`config.mk`:
```
export PLATFORM = sky130hd
export DESIGN_NAME = sensor_frame_reader
export DESIGN_NICKNAME = d
export VERILOG_FILES = /design/src/rtl/sensor_pkg.sv /design/src/rtl/row_fifo.sv /design/src/rtl/sensor_frame_reader.sv
export SDC_FILE = /design/constraint.sdc
export NUM_CORES = 1
export LEC_CHECK = 0
export CAP_MARGIN = 20
export CORE_MARGIN = 4
export CORE_UTILIZATION = 50
export DETAILED_ROUTE_END_ITERATION = 8
export PLACE_DENSITY = 0.83
export SLEW_MARGIN = 40
export SYNTH_ARGS = -nofsm -noshare
export SYNTH_HDL_FRONTEND = slang
export SYNTH_SLANG_ARGS = --single-unit
```
`constraint.sdc`:
```
create_clock -name clk -period 2.4 [get_ports clk]
set_clock_uncertainty 0.15 [all_clocks]
set_input_delay 0.48 -clock clk [delete_from_list [all_inputs] [get_ports clk]]
set_output_delay 0.48 -clock clk [all_outputs]
set_load 0.01 [all_outputs]
```
`src/rtl/sensor_pkg.sv`:
```
`default_nettype none
// ============================================================================
// Module      : sensor_pkg
// Description : Shared defaults, the buffered-row entry layout and a
//               counter-width helper for the sensor frame reader.
//               Entry layout (MSB first): first, last, row data. Column c
//               occupies data[c*PIXEL_BITS +: PIXEL_BITS].
// Revision    : 1.0 - initial release
// ============================================================================
package sensor_pkg;

    localparam int DEFAULT_PIXEL_BITS = 8;
    localparam int DEFAULT_N_COLS     = 2;
    localparam int DEFAULT_N_ROWS     = 2;
    localparam int DEFAULT_FIFO_DEPTH = 4;

    typedef struct packed {
        logic                                          first;
        logic                                          last;
        logic [DEFAULT_N_COLS*DEFAULT_PIXEL_BITS-1:0]  data;
    } row_entry_t;

    // Counter/pointer width for a range of 'value' states; never below 1 bit.
    function automatic int clog2_min1(input int value);
        return (value <= 2) ? 1 : $clog2(value);
    endfunction

endpackage
`default_nettype wire

```
`src/rtl/row_fifo.sv`:
```
`default_nettype none
// ============================================================================
// Module      : row_fifo
// Description : Single-clock synchronous FIFO holding whole sensor rows.
//               A push while full is accepted only if a pop happens in the
//               same cycle; a pop while empty is ignored.
// Ports       : clk, rst     - clock, synchronous active-high reset
//               i_push/i_data - write request and entry
//               i_pop        - remove head entry
//               o_head       - current head entry (valid when !o_empty)
//               o_full/o_empty - occupancy flags
// Revision    : 1.0 - initial release
// ============================================================================
module row_fifo
    import sensor_pkg::*;
#(
    parameter int DEPTH = 4,
    parameter int WIDTH = 18
) (
    input  logic             clk,
    input  logic             rst,
    input  logic             i_push,
    input  logic [WIDTH-1:0] i_data,
    input  logic             i_pop,
    output logic [WIDTH-1:0] o_head,
    output logic             o_full,
    output logic             o_empty
);

    localparam int c_AW = clog2_min1(DEPTH);
    localparam logic [c_AW:0] c_FULL_COUNT = (c_AW + 1)'(DEPTH);

    logic [WIDTH-1:0] r_mem [DEPTH];
    logic [c_AW-1:0]  r_wr_ptr;
    logic [c_AW-1:0]  r_rd_ptr;
    logic [c_AW:0]    r_count;

    logic w_do_pop;
    logic w_do_push;

    assign o_full    = (r_count == c_FULL_COUNT);
    assign o_empty   = (r_count == '0);
    assign o_head    = r_mem[r_rd_ptr];
    assign w_do_pop  = i_pop & ~o_empty;
    // A pop frees the slot the simultaneous push needs.
    assign w_do_push = i_push & (~o_full | w_do_pop);

    always_ff @(posedge clk) begin
        if (w_do_push) begin
            r_mem[r_wr_ptr] <= i_data;
        end
    end

    always_ff @(posedge clk) begin
        if (rst) begin
            r_wr_ptr <= '0;
            r_rd_ptr <= '0;
            r_count  <= '0;
        end else begin
            if (w_do_push) begin
                r_wr_ptr <= r_wr_ptr + c_AW'(1);
            end
            if (w_do_pop) begin
                r_rd_ptr <= r_rd_ptr + c_AW'(1);
            end
            case ({w_do_push, w_do_pop})
                2'b10:   r_count <= r_count + (c_AW + 1)'(1);
                2'b01:   r_count <= r_count - (c_AW + 1)'(1);
                default: r_count <= r_count;
            endcase
        end
    end

endmodule
`default_nettype wire

```
`src/rtl/sensor_frame_reader.sv`:
```
`default_nettype none
// ============================================================================
// Module      : sensor_frame_reader
// Description : Captures parallel sensor rows, buffers them in a row FIFO and
//               serialises them as a valid/ready pixel stream tagged with
//               start-of-frame, end-of-line and end-of-frame.
// Ports       : clk, reset            - clock, synchronous active-high reset
//               frame_start, row_valid, row_data - row readout input
//               pix_valid/pix_ready/pix_data/pix_sof/pix_eol/pix_eof
//                                     - pixel stream output
//               frame_done            - pulse, cycle after the eof transfer
//               overflow, protocol_err - sticky error flags
// Revision    : 1.0 - initial release
// ============================================================================
module sensor_frame_reader
    import sensor_pkg::*;
#(
    parameter int PIXEL_BITS = DEFAULT_PIXEL_BITS,
    parameter int N_COLS     = DEFAULT_N_COLS,
    parameter int N_ROWS     = DEFAULT_N_ROWS,
    parameter int FIFO_DEPTH = DEFAULT_FIFO_DEPTH
) (
    input  logic                         clk,
    input  logic                         reset,
    input  logic                         frame_start,
    input  logic                         row_valid,
    input  logic [N_COLS*PIXEL_BITS-1:0] row_data,
    output logic                         pix_valid,
    input  logic                         pix_ready,
    output logic [PIXEL_BITS-1:0]        pix_data,
    output logic                         pix_sof,
    output logic                         pix_eol,
    output logic                         pix_eof,
    output logic                         frame_done,
    output logic                         overflow,
    output logic                         protocol_err
);

    localparam int c_ROW_W   = N_COLS * PIXEL_BITS;
    localparam int c_ENTRY_W = c_ROW_W + 2;
    localparam int c_RW      = clog2_min1(N_ROWS);
    localparam int c_CW      = clog2_min1(N_COLS);

    localparam logic [c_RW-1:0] c_LAST_ROW = c_RW'(N_ROWS - 1);
    localparam logic [c_CW-1:0] c_LAST_COL = c_CW'(N_COLS - 1);

    localparam logic [0:0] c_ST_IDLE    = 1'b0;
    localparam logic [0:0] c_ST_CAPTURE = 1'b1;

    logic [0:0]      r_state;
    logic [c_RW-1:0] r_row_cnt;
    logic [c_CW-1:0] r_col_cnt;
    logic            r_frame_done;
    logic            r_overflow;
    logic            r_protocol_err;

    logic                  w_in_frame;
    logic [c_RW-1:0]       w_row_idx;
    logic                  w_row_take;
    logic [c_ENTRY_W-1:0]  w_entry;
    logic [c_ENTRY_W-1:0]  w_head;
    logic                  w_full;
    logic                  w_empty;
    logic                  w_transfer;
    logic                  w_last_col;
    logic                  w_pop;
    logic [PIXEL_BITS-1:0] w_cols [N_COLS];

    // A frame_start in the same cycle as row_valid opens (or restarts) the
    // frame first, so that row becomes row 0.
    assign w_in_frame = frame_start | (r_state == c_ST_CAPTURE);
    assign w_row_idx  = frame_start ? '0 : r_row_cnt;
    assign w_row_take = row_valid & w_in_frame;
    assign w_entry    = {(w_row_idx == '0), (w_row_idx == c_LAST_ROW), row_data};

    row_fifo #(
        .DEPTH (FIFO_DEPTH),
        .WIDTH (c_ENTRY_W)
    ) u_row_fifo (
        .clk     (clk),
        .rst     (reset),
        .i_push  (w_row_take),
        .i_data  (w_entry),
        .i_pop   (w_pop),
        .o_head  (w_head),
        .o_full  (w_full),
        .o_empty (w_empty)
    );

    for (genvar c = 0; c < N_COLS; c++) begin : g_cols
        assign w_cols[c] = w_head[c*PIXEL_BITS +: PIXEL_BITS];
    end

    assign w_transfer = pix_valid & pix_ready;
    assign w_last_col = (r_col_cnt == c_LAST_COL);
    assign w_pop      = w_transfer & w_last_col;

    // Tags and data are forced to zero while nothing is queued so the idle
    // stream never exposes stale FIFO contents.
    assign pix_valid    = ~w_empty;
    assign pix_data     = pix_valid ? w_cols[r_col_cnt] : '0;
    assign pix_sof      = pix_valid & w_head[c_ENTRY_W-1] & (r_col_cnt == '0);
    assign pix_eol      = pix_valid & w_last_col;
    assign pix_eof      = pix_eol & w_head[c_ENTRY_W-2];
    assign frame_done   = r_frame_done;
    assign overflow     = r_overflow;
    assign protocol_err = r_protocol_err;

    always_ff @(posedge clk) begin
        if (reset) begin
            r_state        <= c_ST_IDLE;
            r_row_cnt      <= '0;
            r_col_cnt      <= '0;
            r_frame_done   <= 1'b0;
            r_overflow     <= 1'b0;
            r_protocol_err <= 1'b0;
        end else begin
            r_frame_done <= w_transfer & pix_eof;

            // Dropped rows still advance row_cnt so later tags stay aligned.
            if (w_row_take & w_full & ~w_pop) begin
                r_overflow <= 1'b1;
            end
            if (row_valid & ~w_in_frame) begin
                r_protocol_err <= 1'b1;
            end

            if (w_transfer) begin
                r_col_cnt <= w_last_col ? '0 : r_col_cnt + c_CW'(1);
            end

            if (w_row_take) begin
                if (w_row_idx == c_LAST_ROW) begin
                    r_state   <= c_ST_IDLE;
                    r_row_cnt <= '0;
                end else begin
                    r_state   <= c_ST_CAPTURE;
                    r_row_cnt <= w_row_idx + c_RW'(1);
                end
            end else if (frame_start) begin
                r_state   <= c_ST_CAPTURE;
                r_row_cnt <= '0;
            end
        end
    end

endmodule
`default_nettype wire

```
==> impl_results.rst, run 1 <==
.. list-table::
   :header-rows: 1

   * - Metric
     - Value
   * - Required time worst endpoint
     - between 1500 and 2000 ps
   * - Via count of the first global-routing pass
     - 1,996
   * - Number of pins exceeding their max-slew limit in the final report
     - 0
   * - Max Cap Violations
     - 0
   * - Die span in y
     - between 90 and 100 um
   * - Seq. cell area
     - between 0.002 and 0.0025 sq mm
   * - Clock tree from TritonCTS
     - built
   * - Violated checks
     - negative setup slack
   * - Floorplan core area
     - ~0.0068 sq mm
   * - Largest fanout on the critical path
     - 6
   * - DR pass1 iterations
     - 4
   * - Floorplan die width
     - 91.05 um
   * - Number of nets in the final layout
     - between 200 and 300
   * - Accumulated negative setup slack
     - -75.17 ps
   * - Fmax
     - around 0.41 GHz
   * - Run status
     - finished with violations
   * - Net switching component of the power
     - about 0.69 mW
   * - Placed instance area
     - 0.004105 sq mm
   * - Antenna violation net count after detailed routing
     - 0
   * - Insertion delay of the later-clocked pin in the worst-skew pair
     - roughly 340 ps
   * - Total number of vias
     - around 1,900
   * - Worst-case vdd ir drop
     - approximately 0.00038 V
   * - Routed wire per std cell
     - 19.41 um
   * - Number of buffers between clock root and the deepest sink
     - 2
   * - Fillers
     - around 470
   * - Hold Violations, Final
     - 0
   * - Leakage power total
     - 1.523 nW
   * - YS warnings
     - 0
   * - Post-route cell area
     - about 0.0043 sq mm
   * - Total length of routed wires
     - about 6600 um
   * - Internal power
     - 2.450 mW
   * - Worst setup EP type
     - primary output
   * - Share of the yosys chip area belonging to registers
     - between 70% and 80%
   * - Clk network pwr share
     - 34.8%
   * - Max-slew headroom at the worst pin
     - approximately four fifths
   * - Power Dens Cells
     - 724.9 mW/mm^2
   * - Number of instances in the synthesized netlist
     - roughly 190
   * - Total clock sinks
     - between 80 and 90
   * - Class of the most critical hold timing path
     - reg -> reg
   * - Post-synthesis average cell area
     - roughly 19 sq um
   * - Die Outline Area
     - 0.008289 sq mm
   * - Part of the power in registers
     - roughly 55%
   * - Multi-input gate area
     - roughly 890 sq um
   * - DP Cell Count
     - 318
   * - Post-route non-filler standard cell count
     - approximately 340
   * - Library cells used by synthesis
     - 31
   * - Gpl congestion
     - 0.7792
   * - Final Util
     - 64.15%
   * - Slew of the pin with the lowest slew margin
     - around 290 ps
   * - Drt drc
     - 0
   * - Clock edge transition at the registers on the reported setup and hold paths
     - roughly 80 ps
   * - Total of hold buffers inserted after clock tree synthesis
     - 0
   * - Total routing resource utilization after global routing
     - 17.21%
   * - H-tree depth reported by CTS
     - 3
   * - Count of final setup violators
     - 5
   * - Global-route wire length before repair
     - roughly 11,000 um
   * - Port Buffers
     - 35
   * - Synthesized Nets
     - between 200 and 250
   * - Nature of the critical path startpoint
     - flop
   * - Antenna violations before repair
     - 0
   * - Switching share of total power
     - approximately 22%
   * - Area growth from synthesis to layout
     - 25.69%
   * - Post-synth design cell area
     - approximately 0.0034 sq mm
   * - Final worst-path cycle share
     - 101.1%
   * - CTS Buf Count
     - 9
   * - Yosys reg bits
     - slightly below 90
   * - Arrival time of the worst setup path
     - about 1800 ps
   * - Post-layout min period
     - approximately 2400 ps
   * - Category of the most critical setup path
     - reg -> out
   * - Initial Utilization
     - approximately 51%
   * - Via count normalized by instance count
     - 5.586
   * - Row Count
     - 30
   * - Grt total ovfl
     - 0
   * - Number of inserted diodes
     - 0
   * - Initial detailed-routing violation count
     - between 70 and 80
   * - Maximum number of pins on one net before global-route repair
     - 19
   * - Share of cells above drive strength 1
     - 31.01%
   * - Total half-perimeter wirelength after legalization and detailed placement
     - between 4000 and 5000 um
   * - RSZ-0062 raised after global routing
     - yes
   * - Gate power share
     - roughly a tenth
   * - Number of I/O pins
     - 36
   * - Crit path setup slack, layout
     - -26.05 ps
   * - CTS root buf
     - sky130_fd_sc_hd__clkbuf_8
## worst max-delay path: stages, from the launching register on
cell and delay [ps]:
sky130_fd_sc_hd__dfxtp_4 390, sky130_fd_sc_hd__buf_12 140, sky130_fd_sc_hd__buf_4 110, sky130_fd_sc_hd__mux4_2 500
sky130_fd_sc_hd__a22o_1 180, sky130_fd_sc_hd__buf_2 130
## flip-flops by register name (all words and copies together) (netlist names), named ones only
name                 count
r_row_cnt                1
r_col_cnt                1
u_row_fifo.r_count       3
u_row_fifo.r_mem        72
u_row_fifo.r_wr_ptr      2
frame_done               1
r_state                  1
overflow                 1
protocol_err             1
u_row_fifo.r_rd_ptr      2
## Yosys cell counts
cell type                  count  share of area, %
sky130_fd_sc_hd__mux4_2       10               6.5
sky130_fd_sc_hd__buf_6         1              0.33
sky130_fd_sc_hd__buf_2         2              0.29
sky130_fd_sc_hd__clkbuf_1      2              0.22
sky130_fd_sc_hd__nor3b_1       1              0.22
sky130_fd_sc_hd__a22o_1        8               2.0
sky130_fd_sc_hd__nor2b_1       2              0.36
sky130_fd_sc_hd__o311ai_2      1              0.47
sky130_fd_sc_hd__o31ai_1       1              0.22
sky130_fd_sc_hd__or3_1         2              0.36
sky130_fd_sc_hd__nand2_1       1              0.11
sky130_fd_sc_hd__inv_1        11               1.2
sky130_fd_sc_hd__edfxtp_1     72                63
sky130_fd_sc_hd__o21a_1        1              0.22
sky130_fd_sc_hd__buf_12        1              0.58
sky130_fd_sc_hd__mux2i_1       1              0.29
sky130_fd_sc_hd__a41oi_1       1              0.25
sky130_fd_sc_hd__o21ai_0       3              0.44
sky130_fd_sc_hd__and2_1        6               1.1
sky130_fd_sc_hd__dfxtp_1      15               8.7
sky130_fd_sc_hd__mux4_1        8               6.1
sky130_fd_sc_hd__ha_1          6               2.2
sky130_fd_sc_hd__nand2b_1      3              0.54
sky130_fd_sc_hd__a31oi_2       1              0.36
sky130_fd_sc_hd__xnor2_1       1              0.25
sky130_fd_sc_hd__nor3_1        2              0.29
sky130_fd_sc_hd__fa_1          1              0.58
sky130_fd_sc_hd__a21oi_1       4              0.58
sky130_fd_sc_hd__xor2_1        3              0.76
sky130_fd_sc_hd__nor2_1       13               1.4
sky130_fd_sc_hd__mux2_2        1              0.33
## final timing paths
| check | slack, ps | end | cells after the start | startpoint |
|---|---|---|---|---|
| worst min register to register | 330 | protocol_err$_SDFFE_PP0P_ | 2 | protocol_err$_SDFFE_PP0P_ |
| worst max-delay path | -30 | pix_data[4] | 5 | flop |
| worst max register to register | 160 | u_row_fifo.r_count[2]$_SDFFE_PP0P_ | 10 | u_row_fifo.r_count[0]$_SDFFE_PP0P_ |
| worst min-delay path | 330 | protocol_err$_SDFFE_PP0P_ | 2 | protocol_err$_SDFFE_PP0P_ |
## area by class of cell
cell class	instances	area share, %
tap	80	2.309
sequential	87	56.93
clock buffer	9	2.858
clock inverter	7	2.165
inverter	11	0.9527
multi-input combinational	81	20.44
timing repair buffer	63	14.35
## cells by family after synthesis
family,Yosys count,share of synthesized area [%]
buffers and inverters,17,2.613
adder cells (fa/ha/maj),7,2.758
XOR/XNOR,4,1.016
flip-flops,87,71.41
AND/OR/NAND/NOR,30,4.391
AO/OA/AOI/OAI,20,4.572
multiplexers,20,13.24
## power by group through the flow
| stage | clock network (mW) | registers, mW | logic [mW] |
|---|---|---|---|
| 5_1_grt | 1.19 | 1.72 | 0.364 |
| 3_3_place_gp | 0 | 1.74 | 0.335 |
| 6_report | 1.09 | 1.71 | 0.334 |
| 4_1_cts | 1.12 | 1.71 | 0.336 |
| 2_1_floorplan | 0 | 1.74 | 0.155 |
| 3_5_place_dp | 0 | 1.75 | 0.342 |
## what timing repair did
item	CTS	global route
pin swaps	6	3
setup buffers	4	0
gates resized for setup	56	5
endpoints found under the hold margin	0	0
setup endpoints to repair	11	12
cloned	1	0
## cells in the final DEF (no fill, tap or decap), types with 2 or more instances in the layout
| cell type | instances |
|---|---|
| sky130_fd_sc_hd__a22o_1 | 8 |
| sky130_fd_sc_hd__or3_1 | 2 |
| sky130_fd_sc_hd__o21ai_0 | 2 |
| sky130_fd_sc_hd__dfxtp_1 | 13 |
| sky130_fd_sc_hd__a21oi_1 | 4 |
| sky130_fd_sc_hd__bufinv_16 | 2 |
| sky130_fd_sc_hd__clkbuf_8 | 9 |
| sky130_fd_sc_hd__mux4_2 | 18 |
| sky130_fd_sc_hd__and2_1 | 5 |
| sky130_fd_sc_hd__clkdlybuf4s50_1 | 25 |
| sky130_fd_sc_hd__inv_6 | 2 |
| sky130_fd_sc_hd__buf_6 | 3 |
| sky130_fd_sc_hd__nand2b_1 | 3 |
| sky130_fd_sc_hd__xor2_1 | 3 |
| sky130_fd_sc_hd__inv_1 | 11 |
| sky130_fd_sc_hd__ha_1 | 6 |
| sky130_fd_sc_hd__buf_12 | 8 |
| sky130_fd_sc_hd__nor2_1 | 13 |
| sky130_fd_sc_hd__buf_2 | 10 |
| sky130_fd_sc_hd__buf_4 | 17 |
| sky130_fd_sc_hd__edfxtp_1 | 72 |
## per-layer routing
layer | track usage, % | vias up | wire length, um
li1 | - | 849 | -
met1 | 21.25 | 969 | 2664
met2 | 29.18 | 65 | 3456
met3 | 5.054 | 5 | 371
met4 | 5.528 | 0 | 70
met5 | 0 | - | 0
## through the flow
step           hold WS, ps  power, mW  setup slack (ps)
4_1_cts              338.5      3.171            -59.76
2_1_floorplan        309.1      1.898             143.0
3_3_place_gp         308.9      2.075            -265.6
5_1_grt              366.0      3.274            -103.4
3_5_place_dp         309.0      2.087            -316.6
6_report             332.3      3.142            -26.05
Power figures use the tool's default switching activity.
==> run 2, diff against run 1 <==
--- a/config.mk
+++ b/config.mk
@@ -9,6 +9,7 @@
 export CORE_MARGIN = 4
 export CORE_UTILIZATION = 50
 export DETAILED_ROUTE_END_ITERATION = 8
+export GPL_ROUTABILITY_DRIVEN = 0
 export PLACE_DENSITY = 0.83
 export SLEW_MARGIN = 40
 export SYNTH_ARGS = -nofsm -noshare
==> results of run 2 <==
The final DEF is identical to that of run 1; final timing and power are the same.
